### config.mk
export PLATFORM = sky130hd
export DESIGN_NAME = dmem_arbiter_flat
export DESIGN_NICKNAME = d
export VERILOG_FILES = /design/src/rtl/dmem_arb_pkg.sv /design/src/rtl/dmem_arbiter_if.sv /design/src/rtl/dmem_starve_cnt.sv /design/src/rtl/dmem_arbiter.sv /design/src/flat_wrapper.sv
export SDC_FILE = /design/constraint.sdc
export NUM_CORES = 1
export LEC_CHECK = 0
export CORE_AREA = 3 3 117 119
export DETAILED_ROUTE_END_ITERATION = 10
export DIE_AREA = 0 0 120 122
export PLACE_DENSITY_LB_ADDON = 0.3
export SLEW_MARGIN = 10
export SYNTH_ARGS = -nofsm -noshare
export SYNTH_HDL_FRONTEND = slang
export SYNTH_SLANG_ARGS = --single-unit
### constraint.sdc
create_clock -name clk_i -period 1.7 [get_ports clk_i]
set_input_delay 0.17 -clock clk_i [delete_from_list [all_inputs] [get_ports clk_i]]
set_output_delay 0.17 -clock clk_i [all_outputs]
set_load 0.01 [all_outputs]
### src/rtl/dmem_arb_pkg.sv
// Shared types for the data-memory arbiter: FSM state and memory-port owner.
package dmem_arb_pkg;

  typedef enum logic {S_CPU, S_DBG} arb_state_t;
  typedef enum logic {OWN_CPU, OWN_DBG} owner_t;

  function automatic owner_t port_owner(input logic dbg_gnt);
    return dbg_gnt ? OWN_DBG : OWN_CPU;
  endfunction

endpackage

### src/rtl/dmem_arbiter_if.sv
// CPU, debug and data_memory signals of the arbiter; slave = arbiter view, master = environment view.
interface dmem_arbiter_if #(
  parameter int ADDRESS_WIDTH = 32,
  parameter int DATA_WIDTH    = 32
);
  logic                     cpu_req_i, cpu_we_i;
  logic [ADDRESS_WIDTH-1:0] cpu_addr_i;
  logic [DATA_WIDTH-1:0]    cpu_wdata_i, cpu_rdata_o;
  logic                     cpu_stall_o;
  logic                     dbg_req_i, dbg_we_i, dbg_lock_i;
  logic [ADDRESS_WIDTH-1:0] dbg_addr_i;
  logic [DATA_WIDTH-1:0]    dbg_wdata_i, dbg_rdata_o;
  logic                     dbg_gnt_o, dbg_rvalid_o;
  logic                     mem_we_o;
  logic [ADDRESS_WIDTH-1:0] mem_addr_o;
  logic [DATA_WIDTH-1:0]    mem_wdata_o, mem_rdata_i;

  modport slave (
    input  cpu_req_i, cpu_we_i, cpu_addr_i, cpu_wdata_i,
    input  dbg_req_i, dbg_we_i, dbg_lock_i, dbg_addr_i, dbg_wdata_i,
    input  mem_rdata_i,
    output cpu_rdata_o, cpu_stall_o, dbg_gnt_o, dbg_rvalid_o, dbg_rdata_o,
    output mem_we_o, mem_addr_o, mem_wdata_o
  );

  modport master (
    output cpu_req_i, cpu_we_i, cpu_addr_i, cpu_wdata_i,
    output dbg_req_i, dbg_we_i, dbg_lock_i, dbg_addr_i, dbg_wdata_i,
    output mem_rdata_i,
    input  cpu_rdata_o, cpu_stall_o, dbg_gnt_o, dbg_rvalid_o, dbg_rdata_o,
    input  mem_we_o, mem_addr_o, mem_wdata_o
  );
endinterface

### src/rtl/dmem_starve_cnt.sv
// Saturating count of consecutive refused debug cycles (DMEM_ARB_STARVE_EN builds only).
`ifdef DMEM_ARB_STARVE_EN
module dmem_starve_cnt #(
  parameter int LIMIT = 4,
  parameter int W     = 4
) (
  input  logic clk_i,
  input  logic rst_i,
  input  logic req,
  input  logic gnt,
  output logic hit
);
  localparam logic [W-1:0] LIM = W'(LIMIT);

  logic [W-1:0] cnt;

  always_ff @(posedge clk_i) begin
    if (rst_i || !req || gnt) cnt <= '0;
    else if (cnt != LIM)      cnt <= cnt + 1'b1;
  end

  assign hit = (cnt == LIM);
endmodule
`endif

### src/rtl/dmem_arbiter.sv
// Shares data_memory between the CPU load/store path and a debug port; CPU wins by default.
// DMEM_ARB_STARVE_EN adds a forced debug grant after STARVE_LIMIT refused cycles.
module dmem_arbiter
  import dmem_arb_pkg::*;
#(
  parameter int ADDRESS_WIDTH    = 32,
  parameter int DATA_WIDTH       = 32,
  parameter int STARVE_LIMIT     = 4,
  parameter int STARVE_CNT_WIDTH = 4
) (
  input logic         clk_i,
  input logic         rst_i,
  dmem_arbiter_if.slave bus
);
  arb_state_t               state;
  owner_t                   owner;
  logic                     starve_hit, dbg_gnt, dbg_rd;
  logic [ADDRESS_WIDTH-1:0] mem_addr;
  logic [DATA_WIDTH-1:0]    mem_wdata;

  // While locked the debug side owns the port for every cycle it keeps requesting.
  assign dbg_gnt = !rst_i && bus.dbg_req_i &&
                   (state == S_DBG || !bus.cpu_req_i || starve_hit);
  assign dbg_rd  = dbg_gnt && !bus.dbg_we_i;
  assign owner   = port_owner(dbg_gnt);

  assign mem_addr  = (owner == OWN_DBG) ? bus.dbg_addr_i  : bus.cpu_addr_i;
  assign mem_wdata = (owner == OWN_DBG) ? bus.dbg_wdata_i : bus.cpu_wdata_i;

  assign bus.dbg_gnt_o   = dbg_gnt;
  assign bus.cpu_stall_o = !rst_i && bus.cpu_req_i && (dbg_gnt || state == S_DBG);
  assign bus.mem_we_o    = !rst_i && ((owner == OWN_DBG) ? bus.dbg_we_i
                                                         : (bus.cpu_req_i && bus.cpu_we_i));
  assign bus.mem_addr_o  = mem_addr;
  assign bus.mem_wdata_o = mem_wdata;
  assign bus.cpu_rdata_o = bus.mem_rdata_i;

  always_ff @(posedge clk_i) begin
    if (rst_i) begin
      state            <= S_CPU;
      bus.dbg_rvalid_o <= 1'b0;
      bus.dbg_rdata_o  <= '0;
    end else begin
      unique case (state)
        S_CPU: if (dbg_gnt && bus.dbg_lock_i) state <= S_DBG;
        S_DBG: if (!bus.dbg_req_i || !bus.dbg_lock_i) state <= S_CPU;
        default: state <= S_CPU;
      endcase
      bus.dbg_rvalid_o <= dbg_rd;
      if (dbg_rd) bus.dbg_rdata_o <= bus.mem_rdata_i;
    end
  end

`ifdef DMEM_ARB_STARVE_EN
  dmem_starve_cnt #(
    .LIMIT (STARVE_LIMIT),
    .W     (STARVE_CNT_WIDTH)
  ) u_starve (
    .clk_i (clk_i),
    .rst_i (rst_i),
    .req   (bus.dbg_req_i),
    .gnt   (dbg_gnt),
    .hit   (starve_hit)
  );
`else
  logic unused_starve_cfg;
  assign starve_hit        = 1'b0;
  assign unused_starve_cfg = ^{STARVE_LIMIT, STARVE_CNT_WIDTH};
`endif
endmodule

### src/flat_wrapper.sv
// flat-port wrapper written by rule: the top's interface ports become plain ports
module dmem_arbiter_flat import dmem_arb_pkg::*;
#(
  parameter int ADDRESS_WIDTH    = 32,
  parameter int DATA_WIDTH       = 32,
  parameter int STARVE_LIMIT     = 4,
  parameter int STARVE_CNT_WIDTH = 4
)
  (clk_i, rst_i, bus_cpu_req_i, bus_cpu_we_i, bus_cpu_addr_i, bus_cpu_wdata_i, bus_dbg_req_i, bus_dbg_we_i, bus_dbg_lock_i, bus_dbg_addr_i, bus_dbg_wdata_i, bus_mem_rdata_i, bus_cpu_rdata_o, bus_cpu_stall_o, bus_dbg_gnt_o, bus_dbg_rvalid_o, bus_dbg_rdata_o, bus_mem_we_o, bus_mem_addr_o, bus_mem_wdata_o);
  dmem_arbiter_if #(.ADDRESS_WIDTH(ADDRESS_WIDTH), .DATA_WIDTH(DATA_WIDTH)) bus_i ();
  input logic clk_i;
  input logic rst_i;
  input wire logic [$bits(bus_i.cpu_req_i)-1:0] bus_cpu_req_i;
  input wire logic [$bits(bus_i.cpu_we_i)-1:0] bus_cpu_we_i;
  input wire logic [$bits(bus_i.cpu_addr_i)-1:0] bus_cpu_addr_i;
  input wire logic [$bits(bus_i.cpu_wdata_i)-1:0] bus_cpu_wdata_i;
  input wire logic [$bits(bus_i.dbg_req_i)-1:0] bus_dbg_req_i;
  input wire logic [$bits(bus_i.dbg_we_i)-1:0] bus_dbg_we_i;
  input wire logic [$bits(bus_i.dbg_lock_i)-1:0] bus_dbg_lock_i;
  input wire logic [$bits(bus_i.dbg_addr_i)-1:0] bus_dbg_addr_i;
  input wire logic [$bits(bus_i.dbg_wdata_i)-1:0] bus_dbg_wdata_i;
  input wire logic [$bits(bus_i.mem_rdata_i)-1:0] bus_mem_rdata_i;
  output wire logic [$bits(bus_i.cpu_rdata_o)-1:0] bus_cpu_rdata_o;
  output wire logic [$bits(bus_i.cpu_stall_o)-1:0] bus_cpu_stall_o;
  output wire logic [$bits(bus_i.dbg_gnt_o)-1:0] bus_dbg_gnt_o;
  output wire logic [$bits(bus_i.dbg_rvalid_o)-1:0] bus_dbg_rvalid_o;
  output wire logic [$bits(bus_i.dbg_rdata_o)-1:0] bus_dbg_rdata_o;
  output wire logic [$bits(bus_i.mem_we_o)-1:0] bus_mem_we_o;
  output wire logic [$bits(bus_i.mem_addr_o)-1:0] bus_mem_addr_o;
  output wire logic [$bits(bus_i.mem_wdata_o)-1:0] bus_mem_wdata_o;
  assign bus_i.cpu_req_i = bus_cpu_req_i;
  assign bus_i.cpu_we_i = bus_cpu_we_i;
  assign bus_i.cpu_addr_i = bus_cpu_addr_i;
  assign bus_i.cpu_wdata_i = bus_cpu_wdata_i;
  assign bus_i.dbg_req_i = bus_dbg_req_i;
  assign bus_i.dbg_we_i = bus_dbg_we_i;
  assign bus_i.dbg_lock_i = bus_dbg_lock_i;
  assign bus_i.dbg_addr_i = bus_dbg_addr_i;
  assign bus_i.dbg_wdata_i = bus_dbg_wdata_i;
  assign bus_i.mem_rdata_i = bus_mem_rdata_i;
  assign bus_cpu_rdata_o = bus_i.cpu_rdata_o;
  assign bus_cpu_stall_o = bus_i.cpu_stall_o;
  assign bus_dbg_gnt_o = bus_i.dbg_gnt_o;
  assign bus_dbg_rvalid_o = bus_i.dbg_rvalid_o;
  assign bus_dbg_rdata_o = bus_i.dbg_rdata_o;
  assign bus_mem_we_o = bus_i.mem_we_o;
  assign bus_mem_addr_o = bus_i.mem_addr_o;
  assign bus_mem_wdata_o = bus_i.mem_wdata_o;
  dmem_arbiter #(.ADDRESS_WIDTH(ADDRESS_WIDTH), .DATA_WIDTH(DATA_WIDTH), .STARVE_LIMIT(STARVE_LIMIT), .STARVE_CNT_WIDTH(STARVE_CNT_WIDTH)) u_core (.clk_i(clk_i), .rst_i(rst_i), .bus(bus_i));
endmodule
==> results of run 1 <==
final timing paths:
| kind | start | depth (start not counted) | endpoint | slack, ns |
|---|---|---|---|---|
| hold / removal | rst_i | 3 | u_core.state | 0.48 |
| hold reg to reg | u_core.bus.dbg_rdata_o[11] | 2 | u_core.bus.dbg_rdata_o[11] | 0.60 |
| setup reg to reg | u_core.state | 5 | u_core.bus.dbg_rdata_o[12] | 0.10 |
| setup / recovery | u_core.state | 7 | bus_mem_addr_o[1] | -0.12 |
cells by family (layout without fill, tap and decap cells):
group / after synthesis / in the layout
muxes: 96 / 96
and+or+nand+nor: 39 / 39
buffers and inverters: 47 / 337
DFF: 34 / 34
AOI/OAI and AO/OA: 1 / 1
other: 0 / 1
what timing repair did:
action | in CTS | in global routing
setup buffers | 17 | 1
pin swaps | 2 | 0
setup endpoints to repair | 69 | 63
cloned | 4 | 0
gates resized for setup | 428 | 11
through the flow:
stage / hold WS (ns) / instances / setup TNS (ns)
6_report: 0.476 / 680 / -0.774
3_3_place_gp: 0.581 / 650 / -35.55
4_1_cts: 0.469 / 679 / -1.91
2_1_floorplan: 0.313 / 217 / 0
3_5_place_dp: 0.595 / 650 / -36.54
5_1_grt: 0.481 / 680 / -3.72
sequential cells by signal, indices dropped and copies added (netlist names):
register and cells:
u_core.state 1, u_core.bus.dbg_rdata_o 32, u_core.bus.dbg_rvalid_o 1
worst register-to-register path, delay by kind of cell (launching register included):
kind,cells,cell delay [ns]
and+or+nand+nor,2,0.40
buffers and inverters,2,0.38
muxes,1,0.38
DFF,1,0.33
cell usage in the layout (no fill, tap or decap), types with 2 or more instances in the layout:
cell type and n:
and2b_2 4, dlygate4sd2_1 3, nor2b_1 28, clkdlybuf4s50_1 229
buf_2 5, buf_12 5, buf_4 7, dfxtp_1 33
buf_16 4, mux2_4 88, clkbuf_1 2, clkbuf_16 5
mux2_2 8, buf_6 67, buf_8 7
area by class of cell:
class | instances | area, um^2 | share of cell area
Antenna cell | 1 | 2.50 | 0.000400
Clock buffer | 7 | 133 | 0.0212
Clock inverter | 1 | 30.0 | 0.00481
Inverter | 1 | 3.75 | 0.000601
Multi-Input combinational cell | 136 | 1710 | 0.274
Sequential cell | 34 | 682 | 0.109
Tap cell | 172 | 215 | 0.0344
Timing Repair Buffer | 328 | 3470 | 0.555
per-layer routing:
metal / part of all wire / GRT usage / up-vias / routed length (um)
met1: 0.32 / 0.149 / 1249 / 3890
met3: 0.11 / 0.0682 / 20 / 1320
met5: 0 / 0 / - / 0
met4: 0.026 / 0.0551 / 0 / 317
li1: - / - / 1295 / -
met2: 0.55 / 0.303 / 164 / 6640
report_power, final:
group / leakage [nW] / internal [mW] / total, mW / switching, mW
sequential: 0.277 / 0.829 / 0.843 / 0.0136
combinational: 2.43 / 0.938 / 1.35 / 0.414
clock: 0.0781 / 0.692 / 1.02 / 0.324
total: 2.79 / 2.46 / 3.21 / 0.751
==> key figures, run 1 <==
Run status
  – Violated checks: negative setup slack
  – Status: complete, but fails checks

Timing
  – Final Hold Viols: 0
  – Setup Viol. Count Final: 35
  – Slew of the pin with the lowest slew margin: 0.272 ns
  – Worst relative slew slack: 0.818
  – Max Freq: 549 MHz
  – Pins Over Slew Limit: 0
  – Fin crit share: 1.07
  – Unrepaired setup endpoints after global routing: true
  – Crit path time final: 1.82 ns
  – Skew final: between 0.003 and 0.004 ns
  – Final worst slack: -0.121 ns

Yosys
  – Compound-Gate Fraction of Synth Area: 0.00297
  – Syn. warnings: 0
  – Synth area leaders: mux2_2 30%, dfxtp_1 27%, mux2_4 17%, buf_4 9.8%, nor2b_1 6.9%
  – XOR/XNOR Fraction of Synth Area: 0
  – Number of synthesized flops with an enable pin: 0
  – Most instantiated cells after synthesis: 68 x mux2_2, 34 x dfxtp_1, 33 x buf_4, 28 x mux2_4, 28 x nor2b_1
  – Seq cells post-synth: 34
  – Area share of the largest cell type after synthesis: 0.303
  – Net count after synthesis: 384
  – Syn Std Cell Area: 2520 um^2
  – Synth Instances: roughly 220
  – Largest family of logic cells by synthesized area: multiplexers
  – Simple logic cell fraction of the synthesized area: 0.103
  – Register area share after synthesis: 0.270
  – Synth cell types: 17
  – Post-Synth Adder-Cell Area: 0
  – Asr flop ratio synth: 0
  – Most frequent cell after synthesis: mux2_2
  – Cell taking the most area after synthesis: mux2_2
  – Multiplexer area fraction after synthesis: 0.470
  – Syn avg cell area: ~12 um^2
  – Primary FF master, synth: dfxtp_1

Setup path
  – Worst EP required: about 1.5 ns
  – Worst path slowest cell: dfxtp_2
  – Setup crit end kind: output port
  – Critical Setup Path Class: register to output port
  – Largest delay share family, worst path: buffers and inverters
  – Cell repeated most along the worst path: buf_6
  – Crit-path max FO: 6
  – Buf/Inv on CP: 4
  – Crit path launch type: register
  – Cells along the critical path: nand2b_4 > nand2_8 > buf_6 > buf_16 > buf_12 > mux2_4 > buf_6
  – Crit-path max cell delay: ~0.33 ns
  – Crit path arrival time: ~1.7 ns

Job
  – Max_cap viols: 0

Route
  – DRC: 0
  – Antenna-violating nets left: 0
  – Starting DRT DRC Count: between 40 and 50
  – Routed length per placed instance: approximately 18 um
  – Initial DRT Pass Iterations: 4
  – Vias: 2728
  – DR vias/cell: approximately 4.0
  – Drt total wl: roughly 12000 um

Global route
  – Largest net degree at the start of global routing: 35
  – Vias in the first global route: between 3k and 4k
  – Initial antenna violation count: 1
  – Remaining Overflow, GRT: 0
  – Gr usage total: 0.158
  – First-pass GRT wire length: between 15000 and 20000 um

Pwr
  – Power per cell area: 514 nW/um^2
  – Cell leakage power: approximately 2.8 nW
  – Total Power: between 3 and 4 mW
  – Maximum VDD drop: ~0.28 mV

Final layout
  – Area growth from synthesis to layout: 148%
  – Filler cell count: about 1.2k
  – Nets: 673
  – Layout cells sized above 1: 0.412
  – Final core occ: 0.493
  – Finished Cell Area: 6250 um^2

Place
  – GPL Wtd Cong: 0.826
  – IO Port Bufs: 298
  – DP Area: approximately 5400 um^2
  – HPWL Detailed: approximately 10000 um
  – DP Worst Slack: -0.524 ns

Clock tree
  – TritonCTS sink count: 34
  – CTS buffer count: 5
  – Root Driver: clkbuf_16
  – Later-pin clock latency in the skew report: 0.27 ns
  – Worst-path clk slew: ~0.05 ns
  – TritonCTS clock tree: yes
  – Bufs on Longest Clock Path: 2
  – CTS H-tree lvls: 2
  – # hold bufs at CTS: 0

Floorplan
  – IO Pins: between 200 and 300
  – Die Area: ~15000 um^2
  – Initial Utilization: 0.199
  – Rows: 41
  – Die span in x: 120 um
  – Core region area: ~13000 um^2
  – Die Y: ~120 um

Min path
  – Hold WC Path Type: input pin to register
(Power assumes the default switching activity.)
==> run 2: changes to the inputs <==
CTS_CLUSTER_SIZE = 40   (was not set)
PLACE_DENSITY_LB_ADDON = not set   (was 0.3)
==> key figures, run 2 (synthesized netlist as in run 1, its figures left out) <==
Pwr
  – Cell leakage power: ~2.6 nW
  – Power per cell area: 555 nW/um^2
  – Maximum VDD drop: between 0.3 and 0.4 mV

Floorplan
  – Die Y: 122 um
  – Core region area: 12700 um^2
  – IO Pins: about 300
  – Rows: 41
  – Initial Utilization: 0.199
  – Die span in x: ~120 um
  – Die Area: about 15000 um^2

Global route
  – Vias in the first global route: 2774
  – Largest net degree at the start of global routing: 35
  – First-pass GRT wire length: ~16000 um
  – Gr usage total: 0.143
  – Remaining Overflow, GRT: 0
  – Initial antenna violation count: 0

Clock tree
  – Root Driver: clkbuf_16
  – Worst-path clk slew: ~0.060 ns
  – CTS buffer count: 5
  – TritonCTS clock tree: yes
  – CTS H-tree lvls: 2
  – # hold bufs at CTS: 0
  – Bufs on Longest Clock Path: 2
  – Later-pin clock latency in the skew report: ~0.27 ns
  – TritonCTS sink count: 34

Setup path
  – Cells along the critical path: nand2b_4 > nand2_8 > buf_8 > clkbuf_16 > mux2_4 > buf_6
  – Worst path slowest cell: dfxtp_2
  – Largest delay share family, worst path: buffers and inverters
  – Crit path arrival time: 1.58 ns
  – Buf/Inv on CP: 3
  – Critical Setup Path Class: register to output port
  – Crit-path max FO: 5
  – Crit path launch type: register
  – Setup crit end kind: output port
  – Crit-path max cell delay: ~0.32 ns
  – Worst EP required: 1.53 ns

Timing
  – Skew final: 0.00290 ns
  – Slew of the pin with the lowest slew margin: 0.341 ns
  – Worst relative slew slack: 0.773
  – Crit path time final: approximately 1.7 ns
  – Max Freq: ~570 MHz
  – Unrepaired setup endpoints after global routing: true
  – Fin crit share: 1.03
  – Setup Viol. Count Final: about 40
  – Pins Over Slew Limit: 0
  – Final worst slack: -0.0482 ns
  – Final Hold Viols: 0

Final layout
  – Max reg flops: 32
  – Largest reg by FF count: u_core.bus.dbg_rdata_o
  – Diodes inserted: 0
  – Area growth from synthesis to layout: 134%
  – Commonest non-fill, non-tap cells in the layout: 229 x clkdlybuf4s50_1, 68 x mux2_4, 48 x buf_6
  – Layout cells sized above 1: 0.392
  – Commonest non-fill, non-tap cell in the layout: clkdlybuf4s50_1
  – Nets: ~660
  – Final core occ: 0.465
  – Largest registers: u_core.bus.dbg_rdata_o: 32 flops, u_core.bus.dbg_rvalid_o: 1 flops, u_core.state: 1 flops

Run status
  – Status: complete, but fails checks
  – Violated checks: negative setup slack

Min path
  – Hold WC Path Type: input pin to register

Place
  – DP Worst Slack: -0.520 ns
  – GPL Wtd Cong: 0.731
  – HPWL Detailed: between 9000 and 10000 um
  – IO Port Bufs: roughly 300

Route
  – Routed length per placed instance: ~17 um
  – Starting DRT DRC Count: 83
  – DR vias/cell: ~4
  – Drt total wl: between 10000 and 15000 um
  – Initial DRT Pass Iterations: 4
  – DRC: 0
  – Antenna-violating nets left: 0
  – Vias: about 2.6k

Job
  – Max_cap viols: 0
## run 2: changes by cell type in the layout (fill, tap and decap cells not counted), moves of 2 or more
cell      delta
mux2_4      -20
buf_6       -19
clkbuf_1     -2
mux2_2      +20
buf_2       +13
buf_8        -6
buf_4        -3
buf_12       -2
## run 2: metrics by stage
stage	instance area, um^2	hold WS (ns)	power (mW)	setup TNS, ns	instances
final	5900	0.490	3.27	-0.918	662
after global routing	5900	0.504	3.43	-3.40	662
after CTS	5660	0.487	3.25	-3.48	662
after detailed placement	5400	0.592	2.02	-37.78	646
after global placement	5400	0.582	2.02	-35.51	646
after floorplan	2520	0.313	1.27	0	217
## run 2: final timing paths
kind                              startpoint                         end  slack, ns  cells after the start
hold reg to reg   u_core.bus.dbg_rdata_o[31]  u_core.bus.dbg_rdata_o[31]       0.61                      2
setup reg to reg                u_core.state  u_core.bus.dbg_rdata_o[11]       0.13                      4
setup / recovery                u_core.state         bus_mem_wdata_o[18]      -0.05                      6
hold / removal                         rst_i                u_core.state       0.49                      3
## run 2: tightest hold or removal path: stages
cell and delay [ns]:
dlygate4sd2_1 0.28, nor2b_4 0.09, and3_2 0.19
## run 2: what timing repair did
item / CTS / global route
endpoints found under the setup margin: 67 / 63
setup buffers: 3 / 1
gates cloned: 5 / 1
gates resized for setup: 321 / 58
pin swaps: 1 / 0
## run 2: area by class of cell
class	instances	area, um^2
fillers	1223	6770
repair buffers	311	3170
multi-input cells	136	1630
flip-flops and latches	34	682
well taps	172	215
clock buffers	5	125
clock inverters	3	68.8
inverters	1	3.75
## run 2: per-layer routing
layer,GRT usage,up-vias,routed length (um)
li1,-,1266,-
met1,0.151,1178,4050
met2,0.262,161,5940
met3,0.0631,11,1310
met4,0.0329,0,150
met5,0,-,0
## run 2: report_power, final
group          switching (mW)  internal [mW]
Sequential             0.0139          0.829
Clock                   0.347          0.842
Combinational           0.391          0.852
Total                   0.752           2.52
